<file path="config.mk">
export PLATFORM = sky130hd
export DESIGN_NAME = apb_completer_regs
export DESIGN_NICKNAME = d
export VERILOG_FILES = /design/src/rtl/apb_pkg.sv /design/src/rtl/apb_regfile.sv /design/src/rtl/apb_completer_regs.sv
export SDC_FILE = /design/constraint.sdc
export NUM_CORES = 1
export LEC_CHECK = 0
export CAP_MARGIN = 20
export CORE_ASPECT_RATIO = 1.75
export CORE_MARGIN = 3
export CORE_UTILIZATION = 49
export CTS_CLUSTER_DIAMETER = 30
export DETAILED_ROUTE_END_ITERATION = 12
export PLACE_DENSITY_LB_ADDON = 0.25
export SYNTH_ARGS = -nofsm -noshare
export SYNTH_HDL_FRONTEND = slang
export SYNTH_SLANG_ARGS = --single-unit
</file>
<file path="constraint.sdc">
create_clock -name pclk -period 4.72 [get_ports pclk]
set_input_delay 0.472 -clock pclk [delete_from_list [all_inputs] [get_ports pclk]]
set_output_delay 0.472 -clock pclk [all_outputs]
set_load 0.01 [all_outputs]
</file>
<file path="src/rtl/apb_pkg.sv">
// apb_pkg
//   Shared APB definitions: bus-phase state type, default completer window
//   base, the ID word reported by register 0, and the window-hit helper used
//   by the completer's address decode.
package apb_pkg;

    typedef enum logic [1:0] {
        ST_IDLE   = 2'd0,
        ST_SETUP  = 2'd1,
        ST_ACCESS = 2'd2
    } apb_state_t;

    localparam logic [31:0] SLAVE_ADDR = 32'h0000_A000;
    localparam logic [31:0] ID_VALUE   = 32'hA5B0_0001;

    // Word-aligned address inside [base, base + 4*nregs).
    function automatic logic apb_hit(input logic [31:0] addr,
                                     input logic [31:0] base,
                                     input int unsigned nregs);
        logic [31:0] w_limit;
        w_limit = base + 32'(4 * nregs);
        return (addr >= base) && (addr < w_limit) && (addr[1:0] == 2'b00);
    endfunction

endpackage

</file>
<file path="src/rtl/apb_regfile.sv">
// apb_regfile
//   NUM_REGS x 32-bit register bank. Register 0 is a hardwired ID word,
//   registers 1..NUM_REGS-1 are writable and clear on reset.
// Ports
//   i_clk    in   1       clock, rising edge
//   i_rst_n  in   1       asynchronous active-low reset
//   i_we     in   1       write strobe (ignored for index 0)
//   i_idx    in   IDX_W   register index for both ports
//   i_wdata  in   32      write data
//   o_rdata  out  32      combinational read data (0 for indices >= NUM_REGS)
module apb_regfile
    import apb_pkg::*;
#(
    parameter int NUM_REGS = 8,
    parameter int IDX_W    = $clog2(NUM_REGS)
) (
    input  logic             i_clk,
    input  logic             i_rst_n,
    input  logic             i_we,
    input  logic [IDX_W-1:0] i_idx,
    input  logic [31:0]      i_wdata,
    output logic [31:0]      o_rdata
);

    logic [31:0] r_regs [1:NUM_REGS-1];

    always_ff @(posedge i_clk or negedge i_rst_n) begin
        if (!i_rst_n) begin
            for (int i = 1; i < NUM_REGS; i++) begin
                r_regs[i] <= '0;
            end
        end else if (i_we) begin
            for (int i = 1; i < NUM_REGS; i++) begin
                if (i_idx == IDX_W'(i)) begin
                    r_regs[i] <= i_wdata;
                end
            end
        end
    end

    // Loop-based mux keeps non-power-of-two banks safe: unmatched indices read 0.
    always_comb begin
        o_rdata = '0;
        if (i_idx == '0) begin
            o_rdata = ID_VALUE;
        end
        for (int i = 1; i < NUM_REGS; i++) begin
            if (i_idx == IDX_W'(i)) begin
                o_rdata = r_regs[i];
            end
        end
    end

endmodule

</file>
<file path="src/rtl/apb_completer_regs.sv">
// apb_completer_regs
//   APB completer with a small register bank at BASE_ADDR. Inserts
//   WAIT_STATES pready-low ACCESS cycles per transfer and raises pslverr on
//   out-of-window, misaligned or read-only (ID) accesses.
// Ports
//   pclk      in   1    bus clock
//   preset_n  in   1    asynchronous active-low reset
//   psel      in   1    completer select
//   penable   in   1    ACCESS phase indicator
//   pwrite    in   1    1 = write, 0 = read
//   paddr     in   32   byte address
//   pwdata    in   32   write data
//   prdata    out  32   read data, nonzero only in the completion cycle
//   pready    out  1    completion strobe
//   pslverr   out  1    error response, only in the completion cycle
//
// state     | meaning
// ----------+---------------------------------------------------------------
// ST_IDLE   | no transfer seen last cycle (idle, abort, or finished)
// ST_SETUP  | last cycle was a SETUP phase (psel & !penable)
// ST_ACCESS | last cycle was an ACCESS phase (psel & penable)
module apb_completer_regs
    import apb_pkg::*;
#(
    parameter logic [31:0] BASE_ADDR   = SLAVE_ADDR,
    parameter int          NUM_REGS    = 8,
    parameter int          WAIT_STATES = 2
) (
    input  logic        pclk,
    input  logic        preset_n,
    input  logic        psel,
    input  logic        penable,
    input  logic        pwrite,
    input  logic [31:0] paddr,
    input  logic [31:0] pwdata,
    output logic [31:0] prdata,
    output logic        pready,
    output logic        pslverr
);

    localparam int IDX_W = $clog2(NUM_REGS);

    apb_state_t       r_state;
    apb_state_t       w_state_nxt;
    logic [3:0]       r_count;
    logic             w_setup;
    logic             w_access;
    logic             w_done;
    logic             w_hit;
    logic [IDX_W-1:0] w_idx;
    logic             w_we;
    logic [31:0]      w_rdata;

    assign w_setup  = psel & ~penable;
    assign w_access = psel & penable;
    // Gated by preset_n so outputs drop in the same cycle reset is asserted.
    assign w_done   = preset_n & w_access & (r_count == 4'd0);

    assign w_hit = apb_hit(paddr, BASE_ADDR, NUM_REGS);
    assign w_idx = IDX_W'((paddr - BASE_ADDR) >> 2);

    // Wait counter: reloads on every SETUP, counts down through ACCESS, saturates at 0.
    always_ff @(posedge pclk or negedge preset_n) begin
        if (!preset_n) begin
            r_count <= 4'd0;
        end else if (w_setup) begin
            r_count <= 4'(WAIT_STATES);
        end else if (w_access && (r_count != 4'd0)) begin
            r_count <= r_count - 4'd1;
        end
    end

    always_ff @(posedge pclk or negedge preset_n) begin
        if (!preset_n) begin
            r_state <= ST_IDLE;
        end else begin
            r_state <= w_state_nxt;
        end
    end

    always_comb begin
        w_state_nxt = r_state;
        unique case (r_state)
            ST_IDLE: begin
                if (w_setup) w_state_nxt = ST_SETUP;
            end
            ST_SETUP: begin
                if (w_access)   w_state_nxt = ST_ACCESS;
                else if (!psel) w_state_nxt = ST_IDLE;
            end
            ST_ACCESS: begin
                // Completion followed directly by a new SETUP goes straight back to SETUP.
                if (w_setup)       w_state_nxt = ST_SETUP;
                else if (w_access) w_state_nxt = ST_ACCESS;
                else               w_state_nxt = ST_IDLE;
            end
            default: w_state_nxt = ST_IDLE;
        endcase
    end

    always_comb begin
        pready  = 1'b0;
        prdata  = '0;
        pslverr = 1'b0;
        w_we    = 1'b0;
        if (w_done) begin
            pready = 1'b1;
            if (pwrite) begin
                if (w_hit && (w_idx != '0)) w_we    = 1'b1;
                else                        pslverr = 1'b1;
            end else begin
                if (w_hit) prdata  = w_rdata;
                else       pslverr = 1'b1;
            end
        end
    end

    apb_regfile #(
        .NUM_REGS (NUM_REGS),
        .IDX_W    (IDX_W)
    ) u_regfile (
        .i_clk   (pclk),
        .i_rst_n (preset_n),
        .i_we    (w_we),
        .i_idx   (w_idx),
        .i_wdata (pwdata),
        .o_rdata (w_rdata)
    );

endmodule

</file>
==> results by group <==
Status
  – Status: finished clean

GRT
  – First-pass GRT wire length: slightly above 40 mm
  – GRT Util Overall: a little over a fifth
  – Initial antenna violation count: 0
  – Vias in the first global route: 7637
  – Largest net degree at the start of global routing: 80
  – Remaining global-route overflow: 0

STA
  – Final Critical Period: 3.93 ns
  – FMAX: 254 MHz
  – Worst Tran Pin Value: about 0.99 ns
  – Worst Skew: 0.0234 ns
  – Unrepaired setup endpoints after global routing: no
  – Period utilization: 83.4%
  – Fin. Hold Viols: 0
  – Worst slew margin: 34.2%
  – # setup viols final: 0
  – Setup TNS: 0 ns
  – Hold slack final: approximately 0.22 ns
  – Final-report max-slew violation count: 0

Clocking
  – Clock slew at reported path FFs: roughly 0.05 ns
  – # Post-CTS Setup Buffers: 0
  – H-Tree Depth: 2
  – CTS Buf Count: 36
  – Skew-Pair Late Insertion Delay: ~0.5 ns
  – CTS tree: done
  – CTS root buffer: clkbuf_16
  – Hold buffers post-CTS: 0
  – CTS max path bufs: 3
  – Clock Sinks: around 230
  – CTS resizes: 0

Final layout
  – Diodes inserted: 0
  – Share of layout cells above drive strength 1: roughly a third
  – Area of the multi-input gates: between 4000 and 5000 sq um
  – FILL cells: between 1500 and 2000
  – Post-Layout Cell Count: approximately 1300
  – Register area: about 5700 sq um
  – Final Net Count: between 1000 and 1500
  – Layout Area Growth over Synthesis: 22.0%
  – Post-Route Utilization: around three fifths

Floorplan
  – Total die area: about 24000 sq um
  – Row cnt: 71
  – Initial Util: roughly half
  – Num ports: roughly 100
  – Chip Width: 119 um
  – Chip height: 204 um
  – Core ar.: about 22000 sq um

Power
  – VDD IR max: 0.222 mV
  – Leak Pwr: 6.36 nW
  – PD cells: between 300 and 400 nW/um^2

Placement
  – Placed cells: approximately 1200
  – Routability cong.: about 0.75
  – Count of input and output buffers: between 100 and 150
  – Dpl hpwl: roughly 15 mm

Synthesis
  – Ys Warns: 0
  – Cell taking the most area after synthesis: dfrtp_1
  – Top post-synthesis cells by count: dfrtp_1, mux2_2, a21oi_1
  – Top_reg_cell synth: dfrtp_1
  – Avg Inst Size Synth: between 10 and 15 sq um
  – Post-synth EDFFs: 0
  – Post-synthesis sequential area ratio: a little over half
  – Synth top area cells: dfrtp_1, mux2_2, a21oi_1
  – Syn nets: 908
  – Mapped Area: around 11000 sq um
  – Post-Synthesis Cells: roughly 840
  – #FFs+latches synth: 228
  – Top cell type's share of synthesized area: roughly 52%
  – Netlist cell types: 42
  – Asr flop ratio synth: 100%

Routing
  – DRC: 0
  – Vias/cell: between 5 and 6
  – DRT iter0 DRCs: 381
  – Final wirelength: between 20 and 30 mm
  – ANT nets after route: 0
  – Wire per inst: a little over 20 um
  – Initial DRT Pass Iterations: 4
  – Total number of vias: 7274

Setup path
  – Crit path DAT: roughly 3.5 ns
  – CP Launch Type: input port
  – Crit path max-delay family: buffers and inverters
  – CP bufs+invs: 3
  – Worst-path cell chain: clkdlybuf4s50_1, nor4_4, nand4_4, or4_1, buf_4, a2111oi_2, clkdlybuf4s50_1
  – Worst stage delay on the critical path: just over 0.7 ns
  – Max FO, Critical Path: 27
  – Critical Path RT: between 4 and 5 ns
  – Crit path kind: in -> out
  – Crit-path slowest cell: or4_1
  – CP endpoint kind: output port
  – CP dominant cell by count: clkdlybuf4s50_1

Hold path
  – HP Class: in -> async

Job
  – Max Cap Viol: 0
-- worst reg2reg max path, delay by kind of cell (launching register included) --
| family | cells | cell delay [ns] |
|---|---|---|
| flip-flops | 1 | 0.40 |
| multiplexers | 1 | 0.41 |
| AND/OR/NAND/NOR | 3 | 1.31 |
| adder cells (fa/ha/maj) | 1 | 0.14 |
| buffers and inverters | 2 | 0.64 |
-- logic make-up (layout without fill, tap and decap cells) --
group,after synthesis,count (layout),synth area share [%]
AOI/OAI and AO/OA,164,164,10.1
xor gates and xnor gates,1,1,0.0799
DFF,228,228,52.0
and+or+nand+nor,99,99,6.69
buffers and inverters,75,198,3.24
adders and majority gates,2,2,0.228
muxes,268,268,27.6
-- flip-flops by register name, summed over array words and instances, names as in the netlist --
name / count
u_regfile.r_regs: 224
r_count: 4
-- metal layers --
metal	up-vias	global-route usage, %	share of wire, %	routed length [um]
li1	3299	-	-	-
met1	3796	25.6	40	10400
met2	134	39.4	54	14000
met3	45	2.77	3.2	817
met4	0	6.88	2.2	560
met5	-	0	0	0
-- stage by stage --
step	power (W)	setup WS, ns	instance area, sq um
after detailed placement	0.00231	0.758	12200
final	0.00486	0.785	13400
after global routing	0.00502	0.577	13400
after global placement	0.00231	0.793	12200
after floorplan	0.00214	2.05	11000
after CTS	0.00491	0.753	13400
-- layout make-up --
cell class,count,area share [%]
timing repair buffer,120,8.61
inverter,13,0.365
sequential,228,42.7
multi-input combinational,534,36.7
clock inverter,19,1.56
tap,292,2.73
clock buffer,46,7.40
-- path summary, 6_finish.rpt --
path / start / endpoint / slack (ns) / cells past startpoint
worst min-delay path: preset_n / r_count[0] / 0.22 / 2
max in group asynchronous: preset_n / u_regfile.r_regs[106] / 2.93 / 3
worst max-delay path: paddr[16] / prdata[3] / 0.79 / 7
min in group pclk: u_regfile.r_regs[66] / u_regfile.r_regs[66] / 0.49 / 1
worst max register to register: r_count[0] / u_regfile.r_regs[152] / 1.69 / 7
worst min register to register: u_regfile.r_regs[66] / u_regfile.r_regs[66] / 0.49 / 1
-- layout by cell type (no fill, tap or decap), drive strengths merged, types with 2 or more instances in the layout --
| master | instances |
|---|---|
| mux2 | 237 |
| dfrtp | 228 |
| clkdlybuf4s50 | 98 |
| a21oi | 56 |
| clkbuf | 46 |
| mux2i | 27 |
| o21ai | 23 |
| nor2 | 22 |
| buf | 22 |
| nor2b | 21 |
| o211ai | 18 |
| a211o | 17 |
| a22oi | 17 |
| inv | 17 |
| nand2 | 14 |
| a221oi | 14 |
| nor4 | 12 |
| o22ai | 10 |
| nor3 | 10 |
| clkinv | 7 |
| a2111oi | 6 |
| nand2b | 5 |
| clkinvlp | 5 |
| mux4 | 4 |
| nand3 | 3 |
| bufinv | 3 |
| and3 | 2 |
| nand4 | 2 |
| o2bb2ai | 2 |
| ha | 2 |
| nand4b | 2 |
-- power by group --
part | switching [W] | leakage [nW] | total [W] | internal [W]
sequential | 0.0000102 | 3.18 | 0.00198 | 0.00197
clock | 0.000924 | 0.574 | 0.00258 | 0.00166
combinational | 0.000181 | 2.61 | 0.000296 | 0.000115
total | 0.00112 | 6.36 | 0.00486 | 0.00374
No activity file was read; power rests on OpenSTA's default activity.
